--- src/rtl/cache_pkg.sv ---
// Shared types and block geometry for the cache miss-fill engine.
package cache_pkg;

  typedef enum logic {
    IDLE = 1'b0,
    FILL = 1'b1
  } fillState_t;

  localparam int unsigned WORDS_PER_BLOCK = 8;
  localparam int unsigned WORD_BYTES      = 2;
  localparam int unsigned OFFSET_BITS     = $clog2(WORDS_PER_BLOCK * WORD_BYTES);
  localparam int unsigned WORD_SHIFT      = $clog2(WORD_BYTES);
  // One extra bit so the issue counter can reach WORDS_PER_BLOCK and stop.
  localparam int unsigned CNT_W           = $clog2(WORDS_PER_BLOCK) + 1;

endpackage : cache_pkg

--- src/rtl/fill_counter.sv ---
// Synchronous up-counter with clear and increment; clear wins over increment.
module fill_counter
  import cache_pkg::*;
#(
  parameter int unsigned WIDTH = CNT_W
) (
  input  logic             clk,
  input  logic             rst,
  input  logic             clr,
  input  logic             inc,
  output logic [WIDTH-1:0] count
);

  always_ff @(posedge clk) begin
    if (rst || clr) begin
      count <= '0;
    end else if (inc) begin
      count <= count + WIDTH'(1);
    end
  end

endmodule : fill_counter

--- src/rtl/cache_fill_fsm.sv ---
// Cache miss-fill engine: fetches one block with pipelined reads and writes each
// returned word into the data array, tag written on the last word.
module cache_fill_fsm
  import cache_pkg::*;
#(
  parameter int unsigned ADDR_W = 16
) (
  input  logic              clk,
  input  logic              rst,
  input  logic              miss_detected,
  input  logic [ADDR_W-1:0] miss_address,
  input  logic              mem_data_valid,
  output logic              fsm_busy,
  output logic              mem_rd_en,
  output logic [ADDR_W-1:0] mem_addr,
  output logic              write_data_array,
  output logic              write_tag_array,
  output logic [ADDR_W-1:0] cache_wr_addr
);

  localparam logic [ADDR_W-1:0] OFFSET_MASK = ADDR_W'((1 << OFFSET_BITS) - 1);
  localparam logic [CNT_W-1:0]  WORDS_CNT   = CNT_W'(WORDS_PER_BLOCK);
  localparam logic [CNT_W-1:0]  LAST_CNT    = CNT_W'(WORDS_PER_BLOCK - 1);

  fillState_t        state;
  fillState_t        stateNext;
  logic [ADDR_W-1:0] base;
  logic [ADDR_W-1:0] missBase;
  logic [CNT_W-1:0]  issueCnt;
  logic [CNT_W-1:0]  rcvCnt;
  logic [ADDR_W-1:0] issueOff;
  logic [ADDR_W-1:0] rcvOff;
  logic              startFill;
  logic              issueInc;
  logic              rcvInc;

  assign missBase = miss_address & ~OFFSET_MASK;
  assign issueOff = ADDR_W'(issueCnt) << WORD_SHIFT;
  assign rcvOff   = ADDR_W'(rcvCnt) << WORD_SHIFT;

  fill_counter #(.WIDTH(CNT_W)) u_issueCnt (
    .clk   (clk),
    .rst   (rst),
    .clr   (startFill),
    .inc   (issueInc),
    .count (issueCnt)
  );

  fill_counter #(.WIDTH(CNT_W)) u_rcvCnt (
    .clk   (clk),
    .rst   (rst),
    .clr   (startFill),
    .inc   (rcvInc),
    .count (rcvCnt)
  );

  // State and block base address.
  always_ff @(posedge clk) begin
    if (rst) begin
      state <= IDLE;
      base  <= '0;
    end else begin
      state <= stateNext;
      if (startFill) begin
        base <= missBase;
      end
    end
  end

  // Next state and decoded outputs; issue and receive sides run independently in FILL.
  always_comb begin
    stateNext        = state;
    startFill        = 1'b0;
    issueInc         = 1'b0;
    rcvInc           = 1'b0;
    fsm_busy         = 1'b0;
    mem_rd_en        = 1'b0;
    mem_addr         = '0;
    write_data_array = 1'b0;
    write_tag_array  = 1'b0;
    cache_wr_addr    = '0;

    case (state)
      IDLE: begin
        // Stall starts in the miss cycle itself.
        fsm_busy = miss_detected;
        if (miss_detected) begin
          startFill = 1'b1;
          stateNext = FILL;
        end
      end

      FILL: begin
        fsm_busy = 1'b1;
        if (issueCnt < WORDS_CNT) begin
          mem_rd_en = 1'b1;
          mem_addr  = base + issueOff;
          issueInc  = 1'b1;
        end
        if (mem_data_valid) begin
          write_data_array = 1'b1;
          cache_wr_addr    = base + rcvOff;
          rcvInc           = 1'b1;
          if (rcvCnt == LAST_CNT) begin
            write_tag_array = 1'b1;
            stateNext       = IDLE;
          end
        end
      end

      default: begin
        stateNext = IDLE;
      end
    endcase
  end

endmodule : cache_fill_fsm

--- config.mk ---
export PLATFORM = sky130hd
export DESIGN_NAME = cache_fill_fsm
export DESIGN_NICKNAME = d
export VERILOG_FILES = /design/src/rtl/cache_pkg.sv /design/src/rtl/fill_counter.sv /design/src/rtl/cache_fill_fsm.sv
export SDC_FILE = /design/constraint.sdc
export NUM_CORES = 1
export LEC_CHECK = 0
export CORE_ASPECT_RATIO = 0.5
export CORE_MARGIN = 2
export CORE_UTILIZATION = 40
export CTS_BUF_LIST = sky130_fd_sc_hd__clkbuf_8
export DETAILED_ROUTE_END_ITERATION = 8
export PLACE_DENSITY = 0.78
export SYNTH_ARGS = -nofsm -noshare
export SYNTH_HDL_FRONTEND = slang
export SYNTH_SLANG_ARGS = --single-unit
--- constraint.sdc ---
create_clock -name clk -period 2.7 [get_ports clk]
set_input_delay 0.81 -clock clk [delete_from_list [all_inputs] [get_ports clk]]
set_output_delay 0.81 -clock clk [all_outputs]
set_load 0.01 [all_outputs]
==> results.toml <==
[run_status]
status = "finished clean"

[synthesis]
ys.warnings.count = 0
async_flop_share = 0
synth_ff_type = "dfxtp_1"
seq_area_frac_synth = 0.343
yosysTopAreaCellShare = 0.343
ys_seq_elements = 21
syn-instance-count = 165
synth_edf_count = 0
synth.cell_area_sq_um = 1230
synthTopCellsByArea = "dfxtp_1 (34%), nand2_1 (9.8%), a21oi_1 (8.2%)"
syn_avg_cell_area_sq_um = 7.44
yosysTopAreaCell = "dfxtp_1"
synthDistinctLibCells = 31

[power]
clkPwrFrac = 0.296
seqPwrFrac = 0.492
internal_power_uw = 506
swShare = 0.268
p_sw_uw = 186
p_leak_nw = 0.865
comb_power_share = 0.213
peakVddDrop_mv = 0.244
power_uw = 691
power_density_nw_per_um2 = 342

[clock_network]
ctsHoldBuffers = 0
cts.sinks = 21
h-tree-depth = 1
clockRootBuffer = "clkbuf_8"
clockBufferDepth = 2
cts_buffers = 3
clk_pin_slew_ps = 80
clk_latency_ps = 260
cts_tree = "built"

[route]
wl_per_cell_um = 12.9
drc_errors = 0
dr.pass1.iters = 4
wl_um = 3570
route.vias.total = 1395
dr_wl_met3_um = 155
dr_wl_met2_um = 1790
drtAntennaViolNets = 0
wl_met1_um = 1600
via_per_inst = 5.02
drt_iter0_markers = 66
routed.top_layer = "met4"

[die]
dieArea_sq_um = 3550
io_pins = 56
core_sq_um = 2960
die_y_um = 43.2
start_util = 0.415
die_w_um = 82.3
rows = 14

[global_route]
grt_pass1_wl_um = 5710
overflow = 0
track_usage = 0.208
grt_max_degree = 19
grt_antenna_before_repair = 0
grt_pass1_vias = 1316

[placed_design]
place_area_sq_um = 1920
port_buffers = 49
globalplace.congestion = 0.814
hpwl_um = 2550
place_inst = 270

[timing]
period_needed_ps = 2630
min_period_over_period = 0.974
fin_worst_skew_ps = 2.30
hold_viol = 0
fmax_mhz = 380
slew_violations = 0
setup_viol = 0

[finish]
ff_latch_area_sq_um = 428
stdcell_count = 278
fin_nets = 263
area_growth_syn_to_layout_pct = 64.7
diodes = 0
multi_input_area_sq_um = 783
n_fill_cell = 237
fin_area_sq_um = 2020
drive_gt1_frac = 0.227

[worst_setup_path]
crit_path_frequent_cell = "buf_4"
cp.required_ps = 1890
cp_slowest_cell = "clkdlybuf4s50_1"
crit_path_start_kind = "register"
crit_chain = "buf_4 > nor2b_4 > buf_4 > and2_1 > clkdlybuf4s50_1"
crit_path_end_kind = "output pin"
path_max_fanout = 9
cp.arrival_ps = 1820
critical_path_buf_inv_count = 3
crit_type = "reg -> out"
slowest_delay_ps = 530
path_delay_family = "buffers and inverters"

[job]
drv_cap = 0

[hold_path]
worstHoldPathType = "reg -> reg"
metrics by stage:
stage	worst slack, ps	TNS [ps]	hold slack [ps]	util
after global routing	-7.48	-12.6	527	0.683
after CTS	16.6	0	491	0.665
final	69.3	0	498	0.683
after global placement	-557	-5190	477	0.648
after detailed placement	-566	-5340	479	0.648
after floorplan	409	0	453	-
cells in the mapped netlist, drive strengths merged, types with 5 or more instances:
cell type  count
nand2         32
dfxtp         21
a21oi         20
and2          15
nor2          11
clkbuf         7
nand3          6
buf            5
xor2           5
tightest hold or removal path: stages (launching register included):
cell	delay, ps
dfxtp_1	340
nand2_1	60
a21oi_1	50
placed cells by master (no fill, tap or decap), types with 2 or more instances in the layout:
master           instances
clkdlybuf4s50_1         32
nand2_1                 31
buf_4                   28
a21oi_1                 19
dfxtp_1                 17
and2_1                  14
nor2_1                  11
dlygate4sd2_1            7
nand3_1                  5
xor2_1                   5
inv_1                    4
o21ai_0                  4
o31ai_1                  3
or4_1                    3
nand4_1                  3
or3_1                    3
xnor2_1                  3
and3_1                   3
ha_1                     3
dfxtp_2                  3
clkbuf_8                 3
buf_2                    3
clkdlybuf4s15_1          3
nand2b_1                 2
conb_1                   2
clkbuf_2                 2
clkdlybuf4s15_2          2
buf_6                    2
registers in the layout, indices dropped and copies added (netlist names):
register and cells:
u_rcvCnt.count 4, state 1, u_issueCnt.count 4, base 12
power groups by stage:
stage	Combinational [mW]	Sequential [mW]	Clock, mW
2_1_floorplan	0.0636	0.342	0
3_3_place_gp	0.137	0.345	0
3_5_place_dp	0.140	0.345	0
4_1_cts	0.140	0.339	0.209
5_1_grt	0.161	0.343	0.221
6_report	0.147	0.340	0.204
routing by layer:
| metal | vias to the layer above | track usage |
|---|---|---|
| met5 | - | 0 |
| met4 | 0 | 0.0400 |
| met3 | 4 | 0.0447 |
| met2 | 31 | 0.381 |
| met1 | 662 | 0.251 |
| li1 | 698 | - |
cell type report:
type,instances,area share
multi-input cells,130,0.387
repair buffers,80,0.348
flip-flops and latches,21,0.212
well taps,40,0.0248
clock buffers,3,0.0204
inverters,3,0.00557
clock inverters,1,0.00186
cells by family (layout without fill, tap and decap cells):
logic type	Yosys count	after routing	synth area share
xor gates and xnor gates	8	8	0.0571
adders and majority gates	4	4	0.0408
and+or+nand+nor	86	86	0.364
muxes	1	1	0.00816
buffers and inverters	15	87	0.0550
DFF	21	21	0.343
other	1	2	0.00306
AOI/OAI and AO/OA	29	29	0.129
path summary, 6_finish.rpt:
| check | slack (ps) | from | endpoint | depth (start not counted) |
|---|---|---|---|---|
| setup / recovery | 70 | state$_SDFF_PP0_ | mem_addr[6] | 5 |
| hold / removal | 500 | base[15]$_SDFFE_PP0P_ | base[15]$_SDFFE_PP0P_ | 2 |
| setup reg to reg | 1340 | state$_SDFF_PP0_ | u_issueCnt.count[1]$_SDFFE_PP0P_ | 6 |
| hold reg to reg | 500 | base[15]$_SDFFE_PP0P_ | base[15]$_SDFFE_PP0P_ | 2 |
timing repair:
item	in CTS	in global routing
gates resized for setup	33	19
cloned	1	1
setup endpoints to repair	23	23
pin swaps	1	0
buffers inserted	1	1
Power figures use the tool's default switching activity.
